--- src/rtl/tpg_pattern_sched.sv ---
`default_nettype none
// ============================================================================
// Module   : tpg_pattern_sched
// Brief    : Frame-synchronous playlist scheduler driving the TPG pattern
//            select. Steps through (mode, dwell) entries on VS rising edges
//            and executes host RUN/PAUSE/STEP/JUMP commands on frame
//            boundaries only.
// Revision : 1.0 - initial release
// ============================================================================
module tpg_pattern_sched #(
    parameter int NUM_ENTRIES = 8,
    parameter int MODE_W      = 4,
    parameter int DWELL_W     = 8,
    localparam int IDX_W      = $clog2(NUM_ENTRIES)
) (
    input  logic               I_tpg_clk,
    input  logic               I_tpg_rst,
    input  logic               I_tpg_vs,
    input  logic               I_wr_en,
    input  logic [IDX_W-1:0]   I_wr_addr,
    input  logic [MODE_W-1:0]  I_wr_mode,
    input  logic [DWELL_W-1:0] I_wr_dwell,
    input  logic [IDX_W:0]     I_cfg_len,
    input  logic               I_cmd_valid,
    output logic               O_cmd_ready,
    input  logic [1:0]         I_cmd_op,
    input  logic [IDX_W-1:0]   I_cmd_arg,
    output logic [MODE_W-1:0]  O_tpg_mode,
    output logic               O_mode_upd,
    output logic [IDX_W-1:0]   O_cur_idx,
    output logic               O_running,
    output logic [15:0]        O_frame_cnt
);

    localparam logic [1:0]         c_OP_RUN    = 2'd0;
    localparam logic [1:0]         c_OP_PAUSE  = 2'd1;
    localparam logic [1:0]         c_OP_STEP   = 2'd2;
    localparam logic [1:0]         c_OP_JUMP   = 2'd3;
    localparam logic [DWELL_W-1:0] c_DWELL_RST = DWELL_W'(60);
    localparam logic [IDX_W:0]     c_LEN_MAX   = (IDX_W+1)'(NUM_ENTRIES);

    typedef enum logic [0:0] {
        ST_PAUSE = 1'b0,
        ST_RUN   = 1'b1
    } state_t;

    state_t               r_state, w_state_nxt;
    logic                 r_vs;
    logic                 w_bnd;
    logic [MODE_W-1:0]    r_mode_mem  [NUM_ENTRIES];
    logic [DWELL_W-1:0]   r_dwell_mem [NUM_ENTRIES];
    logic [IDX_W-1:0]     r_idx;
    logic [MODE_W-1:0]    r_mode;
    logic [DWELL_W-1:0]   r_cur_dwell;
    logic [DWELL_W-1:0]   r_dwell_cnt, w_dwell_cnt_nxt;
    logic                 r_upd;
    logic [15:0]          r_frame_cnt;
    logic                 r_running;
    logic                 r_pend;
    logic [1:0]           r_pend_op;
    logic [IDX_W-1:0]     r_pend_arg;
    logic                 r_ready;
    logic                 r_load_req, w_load;
    logic [IDX_W-1:0]     r_load_idx, w_load_idx;
    logic                 w_exec;
    logic [IDX_W:0]       w_len;
    logic [IDX_W:0]       w_idx_inc;
    logic [IDX_W-1:0]     w_idx_next;
    logic [IDX_W-1:0]     w_jump_tgt;
    logic [DWELL_W:0]     w_dwell_inc;
    logic [DWELL_W-1:0]   w_mem_dwell;

    assign w_bnd = I_tpg_vs & ~r_vs;

    // Effective playlist length and derived successor / jump target.
    always_comb begin
        w_len = I_cfg_len;
        if (I_cfg_len == '0) begin
            w_len = (IDX_W+1)'(1);
        end else if (I_cfg_len > c_LEN_MAX) begin
            w_len = c_LEN_MAX;
        end
        w_idx_inc   = {1'b0, r_idx} + (IDX_W+1)'(1);
        w_idx_next  = (w_idx_inc >= w_len) ? '0 : w_idx_inc[IDX_W-1:0];
        w_jump_tgt  = ({1'b0, r_pend_arg} < w_len) ? r_pend_arg : '0;
        w_dwell_inc = {1'b0, r_dwell_cnt} + (DWELL_W+1)'(1);
    end

    // Boundary decision: pending command first, then RUN dwell advance.
    always_comb begin
        w_state_nxt     = r_state;
        w_dwell_cnt_nxt = r_dwell_cnt;
        w_load          = 1'b0;
        w_load_idx      = r_idx;
        w_exec          = 1'b0;
        if (w_bnd) begin
            if (r_pend) begin
                w_exec = 1'b1;
                case (r_pend_op)
                    c_OP_RUN:   w_state_nxt = ST_RUN;
                    c_OP_PAUSE: w_state_nxt = ST_PAUSE;
                    c_OP_STEP: begin
                        w_load          = 1'b1;
                        w_load_idx      = w_idx_next;
                        w_dwell_cnt_nxt = '0;
                        w_state_nxt     = ST_PAUSE;
                    end
                    default: begin
                        w_load          = 1'b1;
                        w_load_idx      = w_jump_tgt;
                        w_dwell_cnt_nxt = '0;
                    end
                endcase
            end else if (r_state == ST_RUN) begin
                if (w_dwell_inc >= {1'b0, r_cur_dwell}) begin
                    w_load          = 1'b1;
                    w_load_idx      = w_idx_next;
                    w_dwell_cnt_nxt = '0;
                end else begin
                    w_dwell_cnt_nxt = w_dwell_inc[DWELL_W-1:0];
                end
            end
        end
    end

    // State register, dwell counter, frame counter and load request.
    always_ff @(posedge I_tpg_clk) begin
        if (I_tpg_rst) begin
            r_state     <= ST_PAUSE;
            r_dwell_cnt <= '0;
            r_vs        <= 1'b1;
            r_frame_cnt <= '0;
            r_running   <= 1'b0;
            r_load_req  <= 1'b0;
            r_load_idx  <= '0;
        end else begin
            r_state     <= w_state_nxt;
            r_dwell_cnt <= w_dwell_cnt_nxt;
            r_vs        <= I_tpg_vs;
            r_frame_cnt <= r_frame_cnt + {15'd0, w_bnd};
            r_running   <= (w_state_nxt == ST_RUN);
            r_load_req  <= w_load;
            r_load_idx  <= w_load_idx;
        end
    end

    // Command handshake: one pending command, ready returns after it executes.
    always_ff @(posedge I_tpg_clk) begin
        if (I_tpg_rst) begin
            r_pend     <= 1'b0;
            r_pend_op  <= '0;
            r_pend_arg <= '0;
            r_ready    <= 1'b0;
        end else if (I_cmd_valid && r_ready) begin
            r_pend     <= 1'b1;
            r_pend_op  <= I_cmd_op;
            r_pend_arg <= I_cmd_arg;
            r_ready    <= 1'b0;
        end else if (w_exec) begin
            r_pend  <= 1'b0;
            r_ready <= 1'b1;
        end else begin
            r_ready <= ~r_pend;
        end
    end

    // Playlist storage; reads in the load cycle see pre-write contents.
    always_ff @(posedge I_tpg_clk) begin
        if (I_tpg_rst) begin
            for (int i = 0; i < NUM_ENTRIES; i++) begin
                r_mode_mem[i]  <= MODE_W'(i);
                r_dwell_mem[i] <= c_DWELL_RST;
            end
        end else if (I_wr_en) begin
            r_mode_mem[I_wr_addr]  <= I_wr_mode;
            r_dwell_mem[I_wr_addr] <= I_wr_dwell;
        end
    end

    assign w_mem_dwell = r_dwell_mem[r_load_idx];

    // Load stage: latch the selected entry the cycle after the boundary.
    always_ff @(posedge I_tpg_clk) begin
        if (I_tpg_rst) begin
            r_idx       <= '0;
            r_mode      <= '0;
            r_cur_dwell <= c_DWELL_RST;
            r_upd       <= 1'b0;
        end else begin
            r_upd <= r_load_req;
            if (r_load_req) begin
                r_idx       <= r_load_idx;
                r_mode      <= r_mode_mem[r_load_idx];
                r_cur_dwell <= (w_mem_dwell == '0) ? DWELL_W'(1) : w_mem_dwell;
            end
        end
    end

    assign O_cmd_ready = r_ready;
    assign O_tpg_mode  = r_mode;
    assign O_mode_upd  = r_upd;
    assign O_cur_idx   = r_idx;
    assign O_running   = r_running;
    assign O_frame_cnt = r_frame_cnt;

endmodule
`default_nettype wire

--- config.mk ---
export PLATFORM = sky130hd
export DESIGN_NAME = tpg_pattern_sched
export DESIGN_NICKNAME = d
export VERILOG_FILES = /design/src/rtl/tpg_pattern_sched.sv
export SDC_FILE = /design/constraint.sdc
export NUM_CORES = 1
export LEC_CHECK = 0
export CORE_ASPECT_RATIO = 1.25
export CORE_MARGIN = 1.5
export CORE_UTILIZATION = 50
export CTS_BUF_LIST = sky130_fd_sc_hd__clkbuf_2 sky130_fd_sc_hd__clkbuf_4 sky130_fd_sc_hd__clkbuf_8
export DETAILED_ROUTE_END_ITERATION = 6
export PLACE_DENSITY = 0.7
export SYNTH_ARGS = -nofsm -noshare
export SYNTH_HDL_FRONTEND = slang
export SYNTH_SLANG_ARGS = --single-unit
--- constraint.sdc ---
create_clock -name I_tpg_clk -period 6.62 [get_ports I_tpg_clk]
set_input_delay 0.993 -clock I_tpg_clk [delete_from_list [all_inputs] [get_ports I_tpg_clk]]
set_output_delay 0.993 -clock I_tpg_clk [all_outputs]
set_load 0.01 [all_outputs]
# Yosys cells after proc, flatten, opt, wreduce, memory -nomap -nowiden
# Memory sizes are Yosys's and may differ from the RTL's. A register that Yosys moved wholly into a read port is not among the register bits.
# Index checks and enable logic that the tools add are counted.
word_totals:
  ramBits: 96
  mem_count: 2
  wordCells: 80
  register_bits: 49
  input_bits: 29
  out_inout_bits: 26
op_classes:
  addsub: 3
  n_reduce_logical: 15
  bitwise: 4
  order_cmp: 4
  n_mux: 36
  eq_ne: 3
memory_table:
  columns: ["memory", "depth", "width", "read_ports", "rd_clocked_by_memory_dff", "write_ports", "line", "source"]
  rows:
  - ["r_dwell_mem", 8, 8, 1, 1, 8, "51", "logic [DWELL_W-1:0] r_dwell_mem [NUM_ENTRIES];"]
  - ["r_mode_mem", 8, 4, 1, 1, 8, "50", "logic [MODE_W-1:0] r_mode_mem [NUM_ENTRIES];"]
op_table:
  columns: ["op", "n"]
  rows:
  - ["8-bit 2-to-1 mux", 6]
  - ["3-bit 2-to-1 mux", 9]
  - ["16-bit by 1-bit adder with 16-bit output", 1]
  - ["1-bit 2-to-1 mux", 16]
  - ["4-bit 2-to-1 mux", 3]
  - ["8-bit by 1-bit adder with 9-bit output (second input constant)", 1]
  - ["9-bit by 8-bit >= comparator with 1-bit output", 1]
  - ["8-bit logical NOT", 1]
  - ["2-bit OR reduction", 4]
  - ["8-bit OR reduction", 1]
  - ["3-bit case mux with 2 select lines", 1]
  - ["3-bit AND reduction", 2]
  - ["2-bit nonzero test", 3]
  - ["3-bit by 1-bit adder with 4-bit output (second input constant)", 1]
  - ["4-bit >= comparator", 1]
  - ["4-bit greater-than comparator (second input constant)", 1]
  - ["4-bit logical NOT", 1]
  - ["3-bit by 4-bit < comparator with 1-bit output", 1]
  - ["4-bit OR reduction", 1]
  - ["1-bit NOT", 3]
  - ["2-bit by 1-bit == test with 1-bit output (second input constant)", 1]
  - ["2-bit == test (second input constant)", 1]
  - ["2-bit logical NOT", 1]
  - ["2-bit inequality test (second input constant)", 1]
  - ["3 further kinds", 3]

# Depth between registers and ports, before layout
# Gate-level depths: netlist of the first run.
depth:
  word_depth: 10
  mapped_depth: 10
  mapped_depth_nobuf: 10

# Worst setup path after synthesis of the first run
# OpenSTA, ideal clock, no wires.
synth_path:
  kind: "input -> register"
  start: "input port I_tpg_rst"
  end: "memory r_dwell_mem[5][0], enable pin"
  setup_time_ps: 398
  stages: 5
  t_arrival_ps: 2551
  path_slack_ps: 3671
  required_ps: 6222
  path_buffers: 2
  cell_sequence: "clkbuf_1 inv_2 nand3_1 clkbuf_1 o21ai_0"
synth_lines:
  columns: ["item", "line", "source"]
  rows:
  - ["from (decl)", "17", "input logic I_tpg_rst,"]
  - ["to (decl)", "51", null]

==> impl_results.md, run 1 <==
- Outcome: finished, final reports clean
- Number of buffers inserted by hold repair at cts: 0
- Critical path origin: I_tpg_rst
- Post-Route WL: 14350 um
- Antenna fix cells: 0
- Capturing instance or port of the critical path: r_dwell_mem[6][3]
- Startpoint class of the critical path: input port
- Relative max-transition margin: 29.81%
- Global-route wire length before repair: 23460 um
- Signed area change from the synthesized netlist to the final layout: 14.91%
- Share of post-route cells with drive strength above 1: 9.848%
- Largest net degree at the start of global routing: 47
- Sequential fraction of the synthesis area: 55.24%
- Synth Register Bits: 149
- Start-to-end type of the worst setup path: in -> reg
- DP HPWL: 10240 um
- Share of synthesized registers carrying an async set or reset: 0%
- Cell count after synthesis: 592
- Number of global-route vias before repair: 4795
- Total of max-cap violations: 0
- Top cell type's share of synthesized area: 40.38%
- Cell with the most instances after synthesis: sky130_fd_sc_hd__edfxtp_1
- Drt wl/cell: 17.19 um
- Cell chosen for the clock root: sky130_fd_sc_hd__clkbuf_8
- Post-synth top flop: sky130_fd_sc_hd__edfxtp_1
- Most area-consuming cells after synthesis: sky130_fd_sc_hd__edfxtp_1 (40%), sky130_fd_sc_hd__dfxtp_1 (15%), sky130_fd_sc_hd__and2_1 (5.0%)
- Setup-failing EPs final: 0
- Final worst path period share: 55.34%
- H-tree Lvls: 4
- Global placement routability congestion: 0.8138
- Number of unique standard cell types used by synthesis: 52
- Post-route ant nets: 0
- Critical Path End Type: flop
- End-of-flow core utilization: 59.14%
- Slowest cell delay on critical path: 940 ps
- Required time at the endpoint of the critical path: 6790 ps
- Max Slew Vio Count: 0
- Syn_nets: 644
- GR Util All Layers: 21.08%
- Number of clock buffers inserted by TritonCTS: 17
- Yosys top cell by area: sky130_fd_sc_hd__edfxtp_1
- Total leakage power: 2.870 nW
- Class of the worst hold path: reg -> reg
- Remaining global-route overflow: 0
- Initial Util: 51.46%
- Boundary Pins: 55
- Die Area: 0.01501 mm2
- Mapped Avg Cell Area: 12.06 um2
- Hold Violations, Final: 0
- Worst hold path stage count: 2
- Synthesized area: 0.007139 mm2
- Setup_tns: 0 ps
- Number of cells upsized or downsized after cts: 0
- Cell breakdown of the critical path: clkdlybuf4s50_1 > buf_4 > inv_2 > nand3b_1 > o21ai_0 > buf_4
- Maximum fanout along the worst path: 46
- Number of filler instances in the final layout: 1120
- Clock buffer depth: 2
- Largest clock skew in the final design: 10.22 ps
- Core outline area: 0.01387 mm2
- Iteration-0 DRC Markers: 242
- Most frequent cells after synthesis: sky130_fd_sc_hd__edfxtp_1 (96), sky130_fd_sc_hd__and2_1 (57), sky130_fd_sc_hd__dfxtp_1 (53)
- Endpoint of the worst-slack reg-to-reg timing path: r_load_idx[1]
- Count of vias placed by the detailed router: 4690
- Width of the die: 109.9 um
- Drt drc: 0
- Cell at the slowest stage of the critical path: sky130_fd_sc_hd__o21ai_0
- Number of synthesized flops with an enable pin: 96
- Pre-CTS setup slack: 2525 ps
- I/O Buffers: 54
- Site row count: 48
- Achievable clock frequency: 273.0 MHz
- Clock slew at the register clock pins of the worst setup and hold paths: 80 ps
- Worst R2R Setup Slack: 3790 ps
- Power per standard cell area: 220.6 mW/mm2
- Clock tree from TritonCTS: done
- Skew-Pair Late Insertion Delay: 460 ps
- Worst r2r path cells: 10
- Detail-routed via count per cell: 5.617
- Shortest clock period the worst path allows after layout: 3663 ps
- Pre-antenna DRT Iters: 4
- Startpoint of the most critical register-to-register path: r_dwell_cnt[0]
- Synth warnings: 0
- Post-CTS Repair Setup Buffers: 0
- Vertical extent of the die: 136.6 um
- Worst setup margin: 2957 ps
- Crit path arrival time: 3830 ps
- Nets@finish: 699
- Number of antenna violations at the first check in global routing: 0
- Library cell appearing most often on the critical path: sky130_fd_sc_hd__buf_4
- Slew @ Worst Pin: 1046 ps
- Unrepaired setup endpoints after global routing: false
- IR drop worst, VDD: 0.0001337 V
- Clk sink count: 149
==> power breakdown <==
part,leakage (nW),total [mW],internal (mW),switching [mW]
Sequential,1.37,1.04,1.03,0.0152
Clock,0.179,0.653,0.303,0.350
Combinational,1.32,0.113,0.0507,0.0624
Total,2.87,1.81,1.38,0.428
==> critical path: cells and delay by family <==
kind | cells | cell delay (ps)
simple gates | 1 | 570
buf+inv | 4 | 1310
compound gates | 1 | 940
==> cell usage in the layout, fill, tap and decap left out, types with 9 or more instances in the layout <==
cell type / count
sky130_fd_sc_hd__nand3_1: 19
sky130_fd_sc_hd__and2_1: 57
sky130_fd_sc_hd__nor2_1: 43
sky130_fd_sc_hd__inv_1: 14
sky130_fd_sc_hd__ha_1: 23
sky130_fd_sc_hd__clkdlybuf4s50_1: 54
sky130_fd_sc_hd__buf_4: 9
sky130_fd_sc_hd__nand2b_1: 12
sky130_fd_sc_hd__xor2_1: 11
sky130_fd_sc_hd__edfxtp_1: 96
sky130_fd_sc_hd__clkbuf_8: 17
sky130_fd_sc_hd__a21oi_1: 16
sky130_fd_sc_hd__or3_1: 37
sky130_fd_sc_hd__mux4_2: 13
sky130_fd_sc_hd__mux2i_1: 17
sky130_fd_sc_hd__dfxtp_1: 53
sky130_fd_sc_hd__o21ai_0: 15
sky130_fd_sc_hd__nor2b_1: 11
sky130_fd_sc_hd__nand2_1: 33
==> logic make-up (layout without fill, tap and decap cells) <==
logic type / after synthesis / after routing / synth area share (%)
and+or+nand+nor: 244 / 244 / 18.70
AOI/OAI and AO/OA: 75 / 75 / 7.273
DFF: 149 / 149 / 55.24
muxes: 42 / 42 / 10.06
adders and majority gates: 23 / 23 / 4.031
buffers and inverters: 42 / 110 / 2.611
xor gates and xnor gates: 17 / 17 / 2.085
==> sequential cells by signal (all words and copies together), names as in the netlist, 2 cells and up <==
| name | flops |
|---|---|
| O_cur_idx | 3 |
| O_frame_cnt | 16 |
| O_tpg_mode | 4 |
| r_cur_dwell | 8 |
| r_dwell_cnt | 8 |
| r_dwell_mem | 64 |
| r_load_idx | 3 |
| r_mode_mem | 32 |
| r_pend_arg | 3 |
| r_pend_op | 2 |
==> worst min path at each step <==
stage	start	endpoint
3_5_place_dp	O_tpg_mode[0]	O_tpg_mode[0]
2_1_floorplan	r_pend_arg[0]	r_pend_arg[0]
3_3_place_gp	r_dwell_cnt[3]	r_dwell_cnt[3]
4_1_cts	O_tpg_mode[0]	O_tpg_mode[0]
6_report	O_tpg_mode[0]	O_tpg_mode[0]
5_1_grt	O_tpg_mode[3]	O_tpg_mode[3]
==> area by class of cell <==
class / instances / area [um2] / share of cell area, %
Tap cell: 175 / 219.0 / 2.669
Inverter: 15 / 56.30 / 0.6863
Timing Repair Buffer: 63 / 608.1 / 7.412
Clock inverter: 14 / 126.4 / 1.540
Clock buffer: 18 / 241.5 / 2.943
Multi-Input combinational cell: 401 / 3009 / 36.68
Sequential cell: 149 / 3944 / 48.07
==> stage by stage <==
step	instance area (um2)	power, mW	hold slack [ps]	cells
floorplan	7139	1.124	450.4	592
global placement	7836	1.174	476.3	803
detailed placement	7836	1.179	485.4	803
CTS	8204	1.822	496.6	835
global route	8204	1.873	511.6	835
finish	8204	1.810	492.8	835
==> routing by layer <==
metal  vias up  share of wire (%)  track usage, %
met2        96                 53           37.65
met5         -                  0               0
met4         0                2.6           9.019
met1      2267                 41           23.81
li1       2298                  -               -
met3        29                3.2           4.857
No activity file was read; power rests on OpenSTA's default activity.
==> inputs of run 2 (changes only) <==
--- a/config.mk
+++ b/config.mk
@@ -10,7 +10,7 @@
 export CORE_UTILIZATION = 50
 export CTS_BUF_LIST = sky130_fd_sc_hd__clkbuf_2 sky130_fd_sc_hd__clkbuf_4 sky130_fd_sc_hd__clkbuf_8
 export DETAILED_ROUTE_END_ITERATION = 6
-export PLACE_DENSITY = 0.7
+export PLACE_DENSITY = 0.73
 export SYNTH_ARGS = -nofsm -noshare
 export SYNTH_HDL_FRONTEND = slang
 export SYNTH_SLANG_ARGS = --single-unit
==> constraint.sdc (replaced) <==
create_clock -name I_tpg_clk -period 3.2 [get_ports I_tpg_clk]
set_input_delay 0.48 -clock I_tpg_clk [delete_from_list [all_inputs] [get_ports I_tpg_clk]]
set_output_delay 0.48 -clock I_tpg_clk [all_outputs]
set_load 0.01 [all_outputs]
==> run 2 against run 1 <==
Clock-buffer cell count increased by 2. Routed wire length rose by 4.8%. Cell count increased by 1.1%. Sequential power rose by 110%. Sequential cell count unchanged. Register-to-register slack worse by 3400 ps. Sequential share of layout area is 0.64 points lower. Via count increased by 2.3%. Setup slack worse by 2600 ps. Total power grew 120%. Critical path type is now reg -> reg. Critical endpoint is now r_load_idx[2]. Largest power group unchanged.
==> impl_results.md, run 2 (same netlist as run 1, synthesis figures left out) <==
- Crit path arrival time: 3180 ps (-650 ps)
- Required time at the endpoint of the critical path: 3530 ps (-3260 ps)
- Remaining global-route overflow: 0 (unchanged)
- Post-CTS Repair Setup Buffers: 0 (unchanged)
- Cell at the slowest stage of the critical path: sky130_fd_sc_hd__a211oi_1
- Site row count: 48 (unchanged)
- Antenna fix cells: 0 (unchanged)
- Clock tree from TritonCTS: done
- Most frequent cells in the layout: sky130_fd_sc_hd__edfxtp_1 (96), sky130_fd_sc_hd__and2_1 (57), sky130_fd_sc_hd__clkdlybuf4s50_1 (54)
- Global-route wire length before repair: 24780 um (+5.6%)
- Slew @ Worst Pin: 817.4 ps (-228.4 ps)
- I/O Buffers: 54 (unchanged)
- Startpoint class of the critical path: flop
- Cell chosen for the clock root: sky130_fd_sc_hd__clkbuf_8
- Cell family contributing the most delay on the critical path: compound AO/OA/AOI/OAI gates
- Total leakage power: 2.942 nW (+2.5%)
- Largest clock skew in the final design: 8.781 ps (-1.444 ps)
- Post-route ant nets: 0 (unchanged)
- Relative max-transition margin: 45.43% (+16 points)
- Overall power: 3.897 mW (+120%)
- Worst r2r path cells: 10 (unchanged)
- Power per standard cell area: 468.7 mW/mm2 (+110%)
- Shortest clock period the worst path allows after layout: 2855 ps
- Clock buffer depth: 2 (unchanged)
- End-of-flow core utilization: 59.93% (+0.79 points)
- Cell breakdown of the critical path: and2_1 > nor2b_1 > and3_1 > xor2_1 > ha_1 > nand3_1 > o211ai_1 > a211oi_1 > nor4bb_1 > a211o_1
- Die Area: 0.01501 mm2 (unchanged)
- Drt drc: 0 (unchanged)
- Core outline area: 0.01387 mm2 (unchanged)
- GR Util All Layers: 22.07% (+1.0 points)
- Placement-stage cell area: 0.007904 mm2 (+0.86%)
- Share of post-route cells with drive strength above 1: 11.06% (+1.2 points)
- Nets@finish: 708 (+1.3%)
- Hold Violations, Final: 0 (unchanged)
- Biggest register: r_dwell_mem
- Number of clock buffers inserted by TritonCTS: 17 (unchanged)
- Critical Path End Type: flop
- Endpoint of the worst-slack reg-to-reg timing path: r_load_idx[2]
- Number of cells upsized or downsized after cts: 0 (unchanged)
- Width of the die: 109.9 um (unchanged)
- Class of the worst hold path: reg -> reg
- DP HPWL: 10450 um (+2.1%)
- Max Slew Vio Count: 0 (unchanged)
- Detail-routed via count per cell: 5.687 (+1.3%)
- Total of max-cap violations: 0 (unchanged)
- Pre-antenna DRT Iters: 4 (unchanged)
- Final worst path period share: 89.21%
- Commonest non-fill, non-tap cell in the layout: sky130_fd_sc_hd__edfxtp_1
- Outcome: finished, final reports clean
- Maximum fanout along the worst path: 5 (-89%)
- Setup-failing EPs final: 0 (unchanged)
- Hold Startpoint: r_cur_dwell[5]
- Vertical extent of the die: 136.6 um (unchanged)
- Signed area change from the synthesized netlist to the final layout: 16.46%
- Initial Util: 51.46% (unchanged)
- Achievable clock frequency: 350.3 MHz
- Clock slew at the register clock pins of the worst setup and hold paths: 80 ps (about the same)
- Logic depth of the worst setup path including buffers: 10 (+4)
- Hold-critical path endpoint: r_cur_dwell[5]
- Unrepaired setup endpoints after global routing: false
- Number of buffers inserted by hold repair at cts: 0 (unchanged)
- Global placement routability congestion: 0.8988 (+10%)
- Number of antenna violations at the first check in global routing: 0 (unchanged)
- H-tree Lvls: 4 (unchanged)
- Number of global-route vias before repair: 5147 (+7.3%)
- Setup_tns: 0 ps (unchanged)
- Count of vias placed by the detailed router: 4800 (+2.3%)
- Number of flip-flops in the largest register: 64 (unchanged)
- Startpoint of the most critical register-to-register path: r_dwell_cnt[3]
- IR drop worst, VDD: 0.0003057 V (+130%)
- Post-Route WL: 15040 um (+4.8%)
- Sum of buffers and inverters on the critical path: 0 (-4)
- Area of all placed cells without fillers: 0.008314 mm2 (+1.3%)
- Iteration-0 DRC Markers: 212 (-12%)
- Skew-Pair Late Insertion Delay: 450 ps (about the same)
- Drt wl/cell: 17.82 um (+3.7%)
- Slowest cell delay on critical path: 520 ps (-420 ps)
- Number of filler instances in the final layout: 1125 (+0.45%)
- Worst hold path stage count: 2 (unchanged)
- Worst R2R Setup Slack: 350 ps (-3440 ps)
- Start-to-end type of the worst setup path: reg -> reg
- Clk sink count: 149 (unchanged)
- Largest net degree at the start of global routing: 46 (-2.1%)
- Boundary Pins: 55 (unchanged)
-- run 2: layout make-up --
class                      count  area, um2  share of cell area [%]
clock inverter                12      153.9                   1.851
sequential                   149       3944                   47.43
tap                          175      219.0                   2.634
multi-input combinational    401       3009                   36.19
timing repair buffer          72      675.6                   8.126
clock buffer                  20      256.5                   3.085
inverter                      15      56.30                  0.6772
-- run 2: per-layer routing --
| metal | up-vias | wire length, um | GRT usage, % |
|---|---|---|---|
| li1 | 2310 | - | - |
| met1 | 2344 | 6119 | 25.08 |
| met2 | 124 | 7987 | 39.30 |
| met3 | 22 | 668 | 4.619 |
| met4 | 0 | 266 | 10.10 |
| met5 | - | 0 | 0 |
-- run 2: worst max path at each step --
stage	from	endpoint	slack (ps)
after floorplan	r_dwell_cnt[4]	r_load_idx[0]	700
after CTS	r_dwell_cnt[0]	r_load_idx[1]	400
after global placement	I_cfg_len[1]	r_load_idx[0]	410
after detailed placement	I_cfg_len[2]	r_load_idx[1]	330
after global routing	r_dwell_cnt[2]	r_load_idx[1]	180
final	r_dwell_cnt[3]	r_load_idx[2]	350
-- run 2: power breakdown --
part	internal [mW]	total [mW]	switching (mW)
clock network	0.798	1.50	0.698
logic	0.110	0.248	0.138
registers	2.13	2.15	0.0263
-- run 2: through the flow --
| step | hold WS [ps] | cells | worst slack [ps] |
|---|---|---|---|
| finish | 494.0 | 844 | 345.2 |
| global route | 519.2 | 844 | 181.1 |
| CTS | 494.5 | 844 | 396.1 |
| detailed placement | 478.0 | 812 | 327.4 |
| global placement | 474.3 | 812 | 408.2 |
| floorplan | 450.4 | 592 | 702.2 |
-- run 2: tightest hold or removal path: cells and delay by family, from the launching register on --
| family | cells | cell delay [ps] |
|---|---|---|
| AO/OA/AOI/OAI | 1 | 80 |
| buffers and inverters | 1 | 60 |
| flip-flops | 1 | 300 |
==> patch, RTL diff (settings of run 2) <==
Change the parameter `NUM_ENTRIES` from 8 to 16.
--- a/src/rtl/tpg_pattern_sched.sv
+++ b/src/rtl/tpg_pattern_sched.sv
@@ -8,7 +8,7 @@
 // Revision : 1.0 - initial release
 // ============================================================================
 module tpg_pattern_sched #(
-    parameter int NUM_ENTRIES = 8,
+    parameter int NUM_ENTRIES = 16,
     parameter int MODE_W      = 4,
     parameter int DWELL_W     = 8,
     localparam int IDX_W      = $clog2(NUM_ENTRIES)
Ports: changed (resized I_cfg_len, I_cmd_arg, I_wr_addr and O_cur_idx); port bits go from 55 to 59. No check against the original RTL was run, so the function may have changed too.
==> patch against run 2 <==
Sequential power rose by 70%. Sequential cell count grew 99. Clock power up 85%. Cell area is 63% higher. Setup slack worse by 0.10 ns. Routed wire length is 78% higher. Total power rose by 75%. Combinational power rose by 55%. Area after synthesis increased by 65%. Largest power group unchanged. Highest routed layer unchanged.
==> patch: results (changes against run 2) <==
[metrics] Leakage Power: 4.70 nW (+60%)
[metrics] CTS max path bufs: 3 (+1)
[metrics] portion of the layout cell area used by non-clock buffers: 0.0650 (-0.0163)
[metrics] mux cell area share after synthesis: 0.118 (+0.0171)
[metrics] count of multi-input combinational gates: 562 (+40%)
[metrics] sequential cell area fraction in the yosys report: 0.584 (+0.0311)
[metrics] Critical-path top delay cell: dfxtp_2
[metrics] Worst Setup Slack post-DPL: 0.135 ns (-0.192 ns)
[metrics] worst-case reg-to-reg path depth: 12 (+2)
[metrics] combined area of the multi-input logic cells: 4530 sq um (+50%)
[metrics] share of post-route cells with drive strength above 1: 0.156 (+0.0456)
[metrics] clock latency on the worst-skew pair: 0.54 ns (+0.09 ns)
[metrics] Worst-Margin Slew: 1.03 ns (+0.208 ns)
[metrics] Placed Instance Area: 12700 sq um (+61%)
[metrics] global-route wire length before repair: 41100 um (+66%)
[metrics] Non-clock buffers: 95 (+32%)
[metrics] launch point of the worst path: r_dwell_cnt[0]$_SDFFE_PP0P_
[metrics] status: complete, no violations
[metrics] final sequential cell count: 248 (+66%)
[metrics] # port buffers: 58 (+7.4%)
[metrics] clk slew on worst S/H paths: 0.06 ns (-0.02 ns)
[metrics] xor-xnor portion of the synthesized cell area: 0.0141 (-0.00675)
[metrics] worst setup margin: 0.244 ns (-0.101 ns)
[metrics] main area contributors after synthesis: edfxtp_1, dfxtp_1, mux4_2, and2_1, mux4_1
[metrics] Hold WS: 0.486 ns (-0.00752 ns)
[metrics] number of placed instances, taps included: 1206 (+49%)
[metrics] power in combinational cells: 0.384 mW (+55%)
[metrics] routed wire length on met2: 13500 um (+69%)
[metrics] Power Sequential: 3.66 mW (+70%)
[metrics] most common library cells after synthesis: edfxtp_1, and2_1, or3_1
[metrics] number of DRC markers after the initial detailed-route iteration: 430 (+100%)
[metrics] internal power of the cells: 5.32 mW (+75%)
[metrics] number of clock buffer instances in the layout: 50 (+150%)
[metrics] IR Drop Worst-Case VDD: 0.000329 V (+7.6%)
[metrics] register cell area after layout: 6890 sq um (+75%)
[metrics] largest fanout of any net on the critical path: 6 (+1)
## patch: worst min-delay path by stage
| stage | to | start | cells after the start |
|---|---|---|---|
| global route | r_dwell_cnt[0]$_SDFFE_PP0P_ | r_dwell_cnt[0]$_SDFFE_PP0P_ | 1 |
| detailed placement | r_pend_arg[0]$_SDFFE_PP0P_ | r_pend_arg[0]$_SDFFE_PP0P_ | 2 |
| finish | r_dwell_cnt[0]$_SDFFE_PP0P_ | r_dwell_cnt[0]$_SDFFE_PP0P_ | 1 |
| floorplan | r_pend_arg[0]$_SDFFE_PP0P_ | r_pend_arg[0]$_SDFFE_PP0P_ | 2 |
| global placement | r_cur_dwell[7]$_SDFFE_PP0P_ | r_cur_dwell[7]$_SDFFE_PP0P_ | 2 |
| CTS | r_pend_arg[0]$_SDFFE_PP0P_ | r_pend_arg[0]$_SDFFE_PP0P_ | 2 |
## patch: layer usage
layer,GRT usage,up-vias
met1,0.282,3634
met4,0.0658,0
met5,0,-
met2,0.384,240
met3,0.0384,51
li1,-,3471
